## src/rtl/pipe_hazard_ctrl_pkg.sv

```systemverilog
// Shared types and constants for the 5-stage pipeline hazard controller.
package pipe_ctrl_pkg;

    localparam logic [1:0] FWD_RF   = 2'b00;
    localparam logic [1:0] FWD_EALU = 2'b01;
    localparam logic [1:0] FWD_MALU = 2'b10;
    localparam logic [1:0] FWD_MMO  = 2'b11;

    // Wide enough for the largest legal memory timeout.
    localparam int WCNT_W = 16;

    typedef enum logic [1:0] {
        RUN   = 2'd0,
        MWAIT = 2'd1,
        FAULT = 2'd2
    } state_e;

endpackage

```

## src/rtl/pipe_hazard_ctrl_if.sv

```systemverilog
// Pipeline-side view of the hazard controller: hazard inputs and stage controls.
interface pipe_hazard_ctrl_if #(
    parameter int CNT_W = 32
);
    logic [4:0]       id_rs;
    logic [4:0]       id_rt;
    logic             id_use_rs;
    logic             id_use_rt;
    logic             id_branch_taken;
    logic             ewreg;
    logic             em2reg;
    logic [4:0]       ern;
    logic             mwreg;
    logic             mm2reg;
    logic [4:0]       mrn;
    logic             m_memreq;
    logic             m_memack;
    logic [1:0]       fwda;
    logic [1:0]       fwdb;
    logic             pc_we;
    logic             ifid_we;
    logic             ifid_flush;
    logic             idex_bubble;
    logic             exmem_we;
    logic             memwb_bubble;
    logic             mem_fault;
    logic [CNT_W-1:0] stall_cycles;

    modport master (
        output id_rs, id_rt, id_use_rs, id_use_rt, id_branch_taken,
               ewreg, em2reg, ern, mwreg, mm2reg, mrn, m_memreq, m_memack,
        input  fwda, fwdb, pc_we, ifid_we, ifid_flush, idex_bubble,
               exmem_we, memwb_bubble, mem_fault, stall_cycles
    );

    modport slave (
        input  id_rs, id_rt, id_use_rs, id_use_rt, id_branch_taken,
               ewreg, em2reg, ern, mwreg, mm2reg, mrn, m_memreq, m_memack,
        output fwda, fwdb, pc_we, ifid_we, ifid_flush, idex_bubble,
               exmem_we, memwb_bubble, mem_fault, stall_cycles
    );

endinterface

```

## src/rtl/pipe_hazard_ctrl_fwd.sv

```systemverilog
// Single-operand forwarding select for the ID stage; EX results beat MEM results.
module pipe_fwd_unit
    import pipe_ctrl_pkg::*;
(
    input  logic       use_src,
    input  logic [4:0] src,
    input  logic       ewreg,
    input  logic       em2reg,
    input  logic [4:0] ern,
    input  logic       mwreg,
    input  logic       mm2reg,
    input  logic [4:0] mrn,
    output logic [1:0] sel
);

    // An EX-stage load never forwards here: its data is not ready, the load-use stall handles it.
    always_comb begin
        // NOTE: assigning a default first keeps every path driven, so no latch is inferred.
        sel = FWD_RF;
        if (use_src) begin
            if (ewreg && (ern != 5'd0) && (ern == src) && !em2reg) begin
                sel = FWD_EALU;
            end else if (mwreg && (mrn != 5'd0) && (mrn == src)) begin
                sel = mm2reg ? FWD_MMO : FWD_MALU;
            end
        end
    end

endmodule

```

## src/rtl/pipe_hazard_ctrl.sv

```systemverilog
// Pipeline controller: forwarding selects, load-use/branch/memory-wait stalls, timeout fault.
module pipe_hazard_ctrl
    import pipe_ctrl_pkg::*;
#(
    parameter int MEM_TIMEOUT = 255,
    parameter int CNT_W       = 32
) (
    input  logic              clock,
    input  logic              reset,
    pipe_hazard_ctrl_if.slave bus
);

    state_e              state_q, state_d;
    logic [WCNT_W-1:0]   wcnt_q, wcnt_d;
    logic                mem_fault_q, mem_fault_d;
    logic [CNT_W-1:0]    stall_cycles_q, stall_cycles_d;

    logic                mstall;
    logic                mem_done;
    logic                luh;
    logic [1:0]          fwda_raw, fwdb_raw;

    pipe_fwd_unit u_fwd_rs (
        .use_src (bus.id_use_rs),
        .src     (bus.id_rs),
        .ewreg   (bus.ewreg),
        .em2reg  (bus.em2reg),
        .ern     (bus.ern),
        .mwreg   (bus.mwreg),
        .mm2reg  (bus.mm2reg),
        .mrn     (bus.mrn),
        .sel     (fwda_raw)
    );

    pipe_fwd_unit u_fwd_rt (
        .use_src (bus.id_use_rt),
        .src     (bus.id_rt),
        .ewreg   (bus.ewreg),
        .em2reg  (bus.em2reg),
        .ern     (bus.ern),
        .mwreg   (bus.mwreg),
        .mm2reg  (bus.mm2reg),
        .mrn     (bus.mrn),
        .sel     (fwdb_raw)
    );

    assign luh = bus.ewreg && bus.em2reg && (bus.ern != 5'd0) &&
                 ((bus.id_use_rs && (bus.ern == bus.id_rs)) ||
                  (bus.id_use_rt && (bus.ern == bus.id_rt)));

    // A withdrawn request in MWAIT ends the wait just like an ack.
    assign mem_done = bus.m_memack || !bus.m_memreq;

    always_comb begin
        state_d = state_q;
        wcnt_d  = wcnt_q;
        mstall  = 1'b0;
        unique case (state_q)
            RUN: begin
                if (bus.m_memreq && !bus.m_memack) begin
                    mstall  = 1'b1;
                    state_d = MWAIT;
                    wcnt_d  = WCNT_W'(1);
                end
            end
            MWAIT: begin
                if (mem_done) begin
                    state_d = RUN;
                    wcnt_d  = '0;
                end else if (wcnt_q == WCNT_W'(MEM_TIMEOUT)) begin
                    state_d = FAULT;
                    mstall  = 1'b1;
                end else begin
                    wcnt_d  = wcnt_q + 1'b1;
                    mstall  = 1'b1;
                end
            end
            FAULT:   mstall  = 1'b1;
            default: state_d = RUN;
        endcase
        mem_fault_d = mem_fault_q || (state_d == FAULT);
    end

    // ID/EX has no separate hold: it follows exmem_we, so a memory stall freezes it without a bubble.
    always_comb begin
        bus.pc_we        = 1'b1;
        bus.ifid_we      = 1'b1;
        bus.ifid_flush   = 1'b0;
        bus.idex_bubble  = 1'b0;
        bus.exmem_we     = 1'b1;
        bus.memwb_bubble = 1'b0;
        if (reset) begin
            bus.pc_we        = 1'b0;
            bus.ifid_we      = 1'b0;
            bus.exmem_we     = 1'b0;
            bus.idex_bubble  = 1'b1;
            bus.memwb_bubble = 1'b1;
        end else if (mstall) begin
            bus.pc_we        = 1'b0;
            bus.ifid_we      = 1'b0;
            bus.exmem_we     = 1'b0;
            bus.memwb_bubble = 1'b1;
        end else if (luh) begin
            bus.pc_we        = 1'b0;
            bus.ifid_we      = 1'b0;
            bus.idex_bubble  = 1'b1;
        end else if (bus.id_branch_taken) begin
            bus.ifid_flush   = 1'b1;
        end
    end

    assign bus.fwda = reset ? FWD_RF : fwda_raw;
    assign bus.fwdb = reset ? FWD_RF : fwdb_raw;

    always_comb begin
        stall_cycles_d = stall_cycles_q;
        if (!reset && !bus.pc_we && (stall_cycles_q != {CNT_W{1'b1}})) begin
            stall_cycles_d = stall_cycles_q + 1'b1;
        end
    end

    // NOTE: sequential state uses non-blocking assignments so all flops update together at the edge.
    always_ff @(posedge clock) begin
        if (reset) begin
            state_q        <= RUN;
            wcnt_q         <= '0;
            mem_fault_q    <= 1'b0;
            stall_cycles_q <= '0;
        end else begin
            state_q        <= state_d;
            wcnt_q         <= wcnt_d;
            mem_fault_q    <= mem_fault_d;
            stall_cycles_q <= stall_cycles_d;
        end
    end

    assign bus.mem_fault    = mem_fault_q;
    assign bus.stall_cycles = stall_cycles_q;

endmodule

```

## src/flat_wrapper.sv

```systemverilog
// flat-port wrapper written by rule: the top's interface ports become plain ports
module pipe_hazard_ctrl_flat import pipe_ctrl_pkg::*;
#(
    parameter int MEM_TIMEOUT = 255,
    parameter int CNT_W       = 32
)
  (clock, reset, bus_id_rs, bus_id_rt, bus_id_use_rs, bus_id_use_rt, bus_id_branch_taken, bus_ewreg, bus_em2reg, bus_ern, bus_mwreg, bus_mm2reg, bus_mrn, bus_m_memreq, bus_m_memack, bus_fwda, bus_fwdb, bus_pc_we, bus_ifid_we, bus_ifid_flush, bus_idex_bubble, bus_exmem_we, bus_memwb_bubble, bus_mem_fault, bus_stall_cycles);
  pipe_hazard_ctrl_if #(.CNT_W(CNT_W)) bus_i ();
  input  logic clock;
  input  logic reset;
  input wire logic [$bits(bus_i.id_rs)-1:0] bus_id_rs;
  input wire logic [$bits(bus_i.id_rt)-1:0] bus_id_rt;
  input wire logic [$bits(bus_i.id_use_rs)-1:0] bus_id_use_rs;
  input wire logic [$bits(bus_i.id_use_rt)-1:0] bus_id_use_rt;
  input wire logic [$bits(bus_i.id_branch_taken)-1:0] bus_id_branch_taken;
  input wire logic [$bits(bus_i.ewreg)-1:0] bus_ewreg;
  input wire logic [$bits(bus_i.em2reg)-1:0] bus_em2reg;
  input wire logic [$bits(bus_i.ern)-1:0] bus_ern;
  input wire logic [$bits(bus_i.mwreg)-1:0] bus_mwreg;
  input wire logic [$bits(bus_i.mm2reg)-1:0] bus_mm2reg;
  input wire logic [$bits(bus_i.mrn)-1:0] bus_mrn;
  input wire logic [$bits(bus_i.m_memreq)-1:0] bus_m_memreq;
  input wire logic [$bits(bus_i.m_memack)-1:0] bus_m_memack;
  output wire logic [$bits(bus_i.fwda)-1:0] bus_fwda;
  output wire logic [$bits(bus_i.fwdb)-1:0] bus_fwdb;
  output wire logic [$bits(bus_i.pc_we)-1:0] bus_pc_we;
  output wire logic [$bits(bus_i.ifid_we)-1:0] bus_ifid_we;
  output wire logic [$bits(bus_i.ifid_flush)-1:0] bus_ifid_flush;
  output wire logic [$bits(bus_i.idex_bubble)-1:0] bus_idex_bubble;
  output wire logic [$bits(bus_i.exmem_we)-1:0] bus_exmem_we;
  output wire logic [$bits(bus_i.memwb_bubble)-1:0] bus_memwb_bubble;
  output wire logic [$bits(bus_i.mem_fault)-1:0] bus_mem_fault;
  output wire logic [$bits(bus_i.stall_cycles)-1:0] bus_stall_cycles;
  assign bus_i.id_rs = bus_id_rs;
  assign bus_i.id_rt = bus_id_rt;
  assign bus_i.id_use_rs = bus_id_use_rs;
  assign bus_i.id_use_rt = bus_id_use_rt;
  assign bus_i.id_branch_taken = bus_id_branch_taken;
  assign bus_i.ewreg = bus_ewreg;
  assign bus_i.em2reg = bus_em2reg;
  assign bus_i.ern = bus_ern;
  assign bus_i.mwreg = bus_mwreg;
  assign bus_i.mm2reg = bus_mm2reg;
  assign bus_i.mrn = bus_mrn;
  assign bus_i.m_memreq = bus_m_memreq;
  assign bus_i.m_memack = bus_m_memack;
  assign bus_fwda = bus_i.fwda;
  assign bus_fwdb = bus_i.fwdb;
  assign bus_pc_we = bus_i.pc_we;
  assign bus_ifid_we = bus_i.ifid_we;
  assign bus_ifid_flush = bus_i.ifid_flush;
  assign bus_idex_bubble = bus_i.idex_bubble;
  assign bus_exmem_we = bus_i.exmem_we;
  assign bus_memwb_bubble = bus_i.memwb_bubble;
  assign bus_mem_fault = bus_i.mem_fault;
  assign bus_stall_cycles = bus_i.stall_cycles;
  pipe_hazard_ctrl #(.MEM_TIMEOUT(MEM_TIMEOUT), .CNT_W(CNT_W)) u_core (.clock(clock), .reset(reset), .bus(bus_i));
endmodule
```

## config.mk

```make
export PLATFORM = sky130hd
export DESIGN_NAME = pipe_hazard_ctrl_flat
export DESIGN_NICKNAME = d
export VERILOG_FILES = /design/src/rtl/pipe_hazard_ctrl_pkg.sv /design/src/rtl/pipe_hazard_ctrl_if.sv /design/src/rtl/pipe_hazard_ctrl_fwd.sv /design/src/rtl/pipe_hazard_ctrl.sv /design/src/flat_wrapper.sv
export SDC_FILE = /design/constraint.sdc
export NUM_CORES = 1
export LEC_CHECK = 0
export CAP_MARGIN = 30
export CORE_MARGIN = 2
export CORE_UTILIZATION = 40
export CTS_CLUSTER_SIZE = 20
export DETAILED_ROUTE_END_ITERATION = 10
export DONT_BUFFER_PORTS = 1
export GPL_TIMING_DRIVEN = 0
export PLACE_DENSITY = 0.54
export SYNTH_ARGS = -nofsm -noshare
export SYNTH_HDL_FRONTEND = slang
export SYNTH_HIERARCHICAL = 1
export SYNTH_SLANG_ARGS = --single-unit
```

## constraint.sdc

```tcl
create_clock -name clock -period 2.8 [get_ports clock]
set_input_delay 0.56 -clock clock [delete_from_list [all_inputs] [get_ports clock]]
set_output_delay 0.56 -clock clock [all_outputs]
set_load 0.01 [all_outputs]
```

# After elaboration in Yosys (flattened, before gate mapping)

Cells that the tools add are included.
W data, S select, Z words.

Multipliers: 0
Shift operators: 0
Bitwise operators: 0
Magnitude comparators: 0
Add/sub/neg operators: 2
Equality and inequality tests: 11
Divide/modulo/power cells: 0
Reduce and logical (&&, ||, !) cells: 29
Muxes and demuxes: 34

Operators with widths:

| operator                | count |
|---|---|
| $mux W16                | 3 |
| $add A32 B1 Y32 const B | 1 |
| $ne A32 B32 Y1 const B  | 1 |
| $pmux W16 S2            | 1 |
| $mux W2                 | 11 |
| $eq A5 B5 Y1            | 4 |
| $mux W1                 | 17 |
| $add A16 B1 Y16 const B | 1 |
| $eq A16 B8 Y1 const B   | 1 |
| $logic_and A1 B1 Y1     | 16 |
| $reduce_bool A5 Y1      | 2 |
| $pmux W2 S3             | 1 |
| $logic_not A1 Y1        | 5 |
| $eq A2 B2 Y1 const B    | 2 |
| $logic_or A1 B1 Y1      | 3 |
| $ne A3 B2 Y1 const B    | 1 |
| $pmux W1 S3             | 1 |
| $reduce_and A3 Y1       | 1 |
| $eq A2 B1 Y1 const B    | 1 |
| $logic_not A2 Y1        | 1 |
| $ne A2 B1 Y1 const B    | 1 |
| $reduce_bool A2 Y1      | 1 |

Latch bits: 0
RAM bits: 0
Logic and storage cells: 80
Memory bits (read-only): 0
Output and inout port bits: 43
Input bits: 31
Memories kept: 0
Register bits after elaboration: 51

# Depth between registers and ports, before layout

Gate-level depths: netlist of run 1.

Word-level depth: 10
Gate-level depth with buffers: 9
Depth with buffers taken out: 8

# By module

Netlist of run 1, hierarchy kept.

By module, submodules not included:

| module           | sequential area each (um2) | area an instance (um2) | instances | cells an instance |
|---|---|---|---|---|
| pipe_hazard_ctrl | 1021.0                     | 2773.9                 | 1         | 346 |
| pipe_fwd_unit    | 0.0                        | 171.4                  | 2         | 22 |

# Worst setup path after synthesis of run 1

OpenSTA, ideal clock, no wires.

Kind: input-to-output
From: input port bus_m_memack
To: output port bus_pc_we
Path buffers: 1
Slack: 0.315 ns
Stages: 7
Arrival time: 1.925 ns
Data required time: 2.240 ns
Cell sequence: nand2b_1 -> nor2_1 -> or2_2 -> nor2_1 -> inv_1 -> a21oi_1 -> buf_4

Word-level cells in the longest chain between the ends: 6
Elaborated cells on any way between the ends: 8
Those cells by class: mux: 5; reduce/logical: 3

RTL lines:

| what                      | line                   | text |
|---|---|---|
| from (decl)               | flat_wrapper.sv:23     | `input wire logic [$bits(bus_i.m_memack)-1:0] bus_m_memack;` |
| $logic_not A1 Y1          | pipe_hazard_ctrl.sv:60 | `if (bus.m_memreq && !bus.m_memack) begin` |
| $logic_and A1 B1 Y1       | pipe_hazard_ctrl.sv:60 |  |
| $mux W1                   | pipe_hazard_ctrl.sv:60 |  |
| $pmux W1 S3 (*)           | pipe_hazard_ctrl.sv:58 | `unique case (state_q)` |
| $mux W1 (*) (2 in series) | n/a                    |  |
| to (decl)                 | flat_wrapper.sv:26     | `output wire logic [$bits(bus_i.pc_we)-1:0] bus_pc_we;` |

Every way passes the cells marked *; elsewhere a longest branch is shown, timed or not.

# Worst setup path in the final report of run 1

From: register u_core.state_q[1]
To: output port bus_pc_we

Word-level cells in the longest chain between the ends: 4
Elaborated cells on any way between the ends: 6
Those cells by class: eq/ne: 2; mux: 3; reduce/logical: 1

RTL lines:

| what                                       | line                    | text |
|---|---|---|
| from (decl)                                | pipe_hazard_ctrl.sv:13  | `state_e state_q, state_d;` |
| from (signal assigned)                     | pipe_hazard_ctrl.sv:130 | `state_q <= state_d;` |
| $eq A2 B2 Y1, or another cell as far along | pipe_hazard_ctrl.sv:58  |  |
| $pmux W1 S3 (*)                            | pipe_hazard_ctrl.sv:58  |  |
| $mux W1 (*) (2 in series)                  | n/a                     |  |

Marked as above.

==> flow_summary.ini, run 1 <==
[placement]
hpwl_mm = 6.04
dp_cells = 492
place_congestion = 0.849
place_ws_ns = -0.0964
portBuffers = 0

[timing]
setup_ws_ns = 0.215
rsz0062_at_grt = no
hold_viol = 0
min_period_ns = 2.59
worst_pin_slew_ns = 0.569
period_share_pct = 92.3
slew_viol_final = 0
finalSetupTns_ns = 0
max_freq_mhz = 387
setup_viol = 0
clock_skew_ns = 0.0110
maxSlewHeadroom_pct = 62.1

[die]
die_area_mm2 = 0.00851
coreArea_mm2 = 0.00765
rows = 32
die_y_um = 92.3
die_w_um = 92.3
ios = 74
start_util_pct = 40.8

[logic_synthesis]
syn_inst = 390
yosysWarnings = 6
synthXorXnorAreaFrac_pct = 15.2
avgSynthCellArea_um2 = 7.99
yosys.area_share.simple_pct = 33.9
async_reset_ff_share_pct = 0
synth.cell_area_mm2 = 0.00312
ys.flop_type = dfxtp_1
synth_fa_ha_area_share_pct = 0.803
synth_top_family_by_area = simple AND/OR/NAND/NOR gates
synth_compound_area_share_pct = 11.6
synth_mux_area_share_pct = 2.13
synth_nets = 423
synth_edf_count = 0
yosysSeqAreaShare_pct = 32.8
ys_seq_elements = 51
synth.distinct_cells = 48

[hold_path]
min-delay-start = reset
hold_path.class = in -> reg
hold_depth = 2

[route]
avgViaCountPerCell = 5.58
avgRoutedWirePerCell_um = 16.2
drc = 0
drt-initial-drc-count = 104
drtPass1Iterations = 4
ant_nets = 0
via_count = 2792
wl_mm = 8.09

[cells_and_area]
n_fill_cell = 783
n_antenna_cell = 0
multiInputGateArea_mm2 = 0.00199
fin_cells = 500
drive_gt1_share_pct = 8.04
area.sequential_mm2 = 0.00102
area_delta_synth_final_pct = 8.95
nets = 430

[cts]
cts-root-buf = clkbuf_8
cts_tree = yes
numCtsBuffers = 5
cts-htree-levels = 2
cts.clk_slew.worst_paths_ns = 0.10
max-clock-path-buffers = 2
cts_setup_buffers = 0
insertion_delay_ns = 0.31
cts.sinks = 51

[setup_path]
end_kind = primary output
slowest_delay_ns = 0.35
crit_path_start = u_core/state_q[1]
reg2reg_from = u_core/bus.stall_cycles[0]
slowest_stage = or2_2
rr_worst_depth = 9
worstSetupPathType = reg -> out
worst-path-buf-inv = 3
crit_required_ns = 2.24
crit_chain = clkbuf_2 > nor2_1 > or2_2 > nor2_4 > inv_1 > a21oi_2 > buf_4
arrival_ns = 2.03
critPathTopFamily = simple AND/OR/NAND/NOR gates
path_depth = 7
worstPathMaxFanout = 10
critPathLaunchType = flop

[grt]
grt_overflow = 0
grtUsageTotal_pct = 19.7
antenna_found_initial = 0
grt_max_degree = 17
first_global_vias = 2657
grt_pass1_wl_mm = 13.5

[power]
total_power_w = 0.00148
power_density_mw_per_mm2 = 436
leakage_nw = 1.10
vdd_ir_drop_max_mv = 0.181

[status]
status = finished, final reports clean

[run]
cap_violations = 0
-- area by class of cell --
class	count	area share, %
plain buffers	18	2.32
clock buffers	5	2.03
clock inverters	3	1.99
inverters	10	1.11
multi-input cells	311	58.7
flip-flops and latches	51	30.1
well taps	102	3.76
-- state kept, by name, indices dropped and copies added, names as in the netlist --
name	cells
u_core/wcnt_q	16
u_core/bus.mem_fault	1
u_core/state_q	2
u_core/bus.stall_cycles	32
-- cells by family after synthesis --
logic type | after synthesis
flip-flops | 51
AND/OR/NAND/NOR | 195
buffers and inverters | 28
XOR/XNOR | 54
adder cells (fa/ha/maj) | 2
multiplexers | 6
AO/OA/AOI/OAI | 54
-- Yosys cell counts (all sizes together) (2+ instances only) --
cell	n	area share, %
a2111oi	2	0.96
a21oi	18	3.0
a31oi	2	0.40
a32o	2	0.64
and3	21	4.2
and4	5	1.4
buf	9	1.4
clkbuf	9	1.1
dfxtp	51	33
ha	2	0.80
inv	10	1.2
mux2	5	1.8
nand2	13	1.6
nand2b	2	0.40
nand3	18	2.9
nand4	18	3.6
nor2	52	6.3
nor2b	12	2.4
nor3	21	3.4
nor3b	7	1.7
nor4	15	3.6
o2111ai	2	0.56
o21ai	14	2.2
o21bai	4	0.96
o31ai	2	0.48
or2	3	0.60
or3	3	0.60
or4	2	0.48
xnor2	37	10
xor2	17	4.8
-- worst paths after layout --
check / to / slack (ns)
min: u_core/bus.stall_cycles[25] / 0.50
max reg2reg: u_core/bus.stall_cycles[9] / 0.35
max: bus_pc_we / 0.21
min reg2reg: u_core/bus.mem_fault / 0.51
-- power breakdown --
part | switching (W) | leakage (nW) | internal (W)
registers | 0.00000789 | 0.411 | 0.000728
logic | 0.0000754 | 0.621 | 0.0000506
clock network | 0.000261 | 0.0644 | 0.000356
total | 0.000344 | 1.10 | 0.00114
-- per-stage QoR --
| step | hold slack (ns) | util [%] | instance area [um^2] |
|---|---|---|---|
| finish | 0.495 | 44.4 | 3400 |
| global route | 0.509 | 44.4 | 3400 |
| CTS | 0.484 | 44.3 | 3390 |
| detailed placement | 0.496 | 42.4 | 3240 |
| global placement | 0.469 | 42.4 | 3240 |
| floorplan | 0.441 | - | 3120 |
-- cell usage in the layout, fill, tap and decap left out, types with 3 or more instances in the layout --
cell type   n
a21oi_1    16
xnor2_1    37
or3_1       3
o21ai_0    14
xor2_1     17
nand4_1    18
clkbuf_1    7
and3_1     21
buf_2       4
buf_1       4
nor4_2      3
mux2_2      5
nor3_1     21
o21bai_1    4
dfxtp_1    51
clkbuf_8    5
nor3b_1     7
and4_1      5
inv_1      10
nor4_1     12
nor2b_1    12
nand3_1    18
nor2_1     50
nand2_1    13
-- layer usage --
layer / vias up / wire, um / part of all wire (%) / GRT usage (%)
met2: 58 / 3770 / 47 / 30.9
met1: 1314 / 3820 / 47 / 27.5
met4: 0 / 32 / 0.40 / 4.60
li1: 1417 / - / - / -
met5: - / 0 / 0 / 0
met3: 3 / 471 / 5.8 / 4.52
-- timing repair --
action / CTS / global route
endpoints found under the setup margin: 1 / 12
hold buffers: 0 / 0
resized for setup: 2 / 4
Power figures use the tool's default switching activity.
==> run 2, diff against run 1 <==
PLACE_DENSITY = unset   (was 0.54)
TNS_END_PERCENT = 5   (was unset)
==> run 2 against run 1 <==
Sequential power about the same. Utilization decreased by 0.70 points. Clock-buffer cell count increased by 1. Non-clock buffer count unchanged. Critical path type unchanged.
==> flow_summary.ini, run 2 (same netlist as run 1, synthesis figures left out) <==
[placement]
hpwl_mm = 5.81
dpl-instance-area_mm2 = 0.00324
place_congestion = 0.888
portBuffers = 0

[timing]
worst_pin_slew_ns = 0.571
min_period_ns = 2.59
slew_viol_final = 0
rsz0062_at_grt = no
setup_viol = 0
clock_skew_ns = 0.00940
maxSlewHeadroom_pct = 61.9
finalSetupTns_ns = 0
max_freq_mhz = 386
hold_viol = 0
period_share_pct = 92.6

[route]
drc = 0
avgViaCountPerCell = 5.70
ant_nets = 0
wl_mm = 7.95
avgRoutedWirePerCell_um = 15.9
via_count = 2852
drt-initial-drc-count = 175
drtPass1Iterations = 4

[cells_and_area]
largest_reg_flops = 32
area_delta_synth_final_pct = 7.23
drive_gt1_share_pct = 7.54
finalInstanceArea_mm2 = 0.00334
n_antenna_cell = 0
final_cell_mix = 51 x nor2_1, 51 x dfxtp_1, 37 x xnor2_1
nets = 430

[setup_path]
critPathLaunchType = flop
worstSetupPathType = reg -> out
crit_required_ns = 2.24
arrival_ns = 2.03
end_kind = primary output
worstPathMaxFanout = 10
rr_worst_depth = 9

[grt]
grt_max_degree = 17
grtUsageTotal_pct = 18.7
grt_overflow = 0
grt_pass1_wl_mm = 13.0
first_global_vias = 2623
antenna_found_initial = 0

[cts]
cts_tree = yes
numCtsBuffers = 5
hold_buffers = 0
insertion_delay_ns = 0.31
cts_setup_buffers = 0
cts.sinks = 51
cts-htree-levels = 2
cts-root-buf = clkbuf_8
max-clock-path-buffers = 2
cts.clk_slew.worst_paths_ns = 0.10

[die]
ios = 74
rows = 32
die_w_um = 92.3
die_area_mm2 = 0.00851
die_y_um = 92.3
start_util_pct = 40.8
coreArea_mm2 = 0.00765

[run]
cap_violations = 0

[power]
p_switching_w = 0.000335
power_frac_seq_pct = 56.9
power_density_mw_per_mm2 = 387
switching_share_pct = 25.9
vdd_ir_drop_max_mv = 0.301
combPwrFrac_pct = 9.6
p_clk_share_pct = 33.5
leakage_nw = 1.08
intPower_w = 0.000959

[hold_path]
hold_depth = 1
hold_path.class = reg -> reg

[status]
status = finished, final reports clean
## run 2: cell count changes in the layout (fill, tap and decap cells not counted)
cell        before  now
nor2_4           1    0
clkinv_4         0    2
clkinvlp_4       1    0
clkbuf_1         7    8
nor2_1          50   51
bufinv_16        2    0
## run 2: final cells by class
class                      instances  area [um^2]
clock inverter                     2         17.5
multi-input combinational        311         1990
inverter                          10         37.5
buffer                            18         78.8
sequential                        51         1020
fill                             763         4310
clock buffer                       6         72.6
tap                              102          128
## run 2: power groups by stage
| stage | combinational, W | sequential, W | clock [W] |
|---|---|---|---|
| 6_report | 0.000124 | 0.000736 | 0.000434 |
| 2_1_floorplan | 0.0000982 | 0.000751 | 0 |
| 5_1_grt | 0.000136 | 0.000737 | 0.000484 |
| 3_5_place_dp | 0.000122 | 0.000753 | 0 |
| 3_3_place_gp | 0.000120 | 0.000753 | 0 |
| 4_1_cts | 0.000123 | 0.000736 | 0.000456 |
## run 2: timing repair
item / CTS / global route
endpoints found under the setup margin: 1 / 7
pin swaps: 0 / 0
endpoints found under the hold margin: 0 / 0
gates resized for setup: 1 / 3
## run 2: per-stage QoR
stage / total power (W) / setup WS, ns / hold WS [ns] / instances / utilization (%)
global route: 0.00136 / 0.110 / 0.497 / 500 / 43.7
finish: 0.00129 / 0.207 / 0.488 / 500 / 43.7
global placement: 0.000872 / 0.0324 / 0.463 / 492 / 42.4
floorplan: 0.000849 / 0.315 / 0.441 / 390 / -
CTS: 0.00132 / 0.104 / 0.485 / 500 / 43.6
detailed placement: 0.000874 / 0.0551 / 0.470 / 492 / 42.4
## run 2: layer usage
layer | global-route usage, % | part of all wire, %
met1 | 26.2 | 47
met2 | 28.7 | 45
met3 | 4.27 | 6.0
met4 | 5.97 | 2.0
met5 | 0 | 0
## run 2: worst paths after layout
path / end / slack, ns / startpoint
setup reg to reg: u_core/wcnt_q[15] / 0.37 / u_core/wcnt_q[0]
setup / recovery: bus_pc_we / 0.21 / u_core/state_q[1]
hold reg to reg: u_core/wcnt_q[7] / 0.49 / u_core/wcnt_q[7]
hold / removal: u_core/wcnt_q[7] / 0.49 / u_core/wcnt_q[7]
## run 2: worst max-delay path, cell delays in order, from the launching register on
cell and delay, ns:
dfxtp_1 0.32, clkbuf_2 0.20, nor2_1 0.14, or2_2 0.33
nor2_2 0.21, inv_1 0.15, a21oi_2 0.21, buf_4 0.16
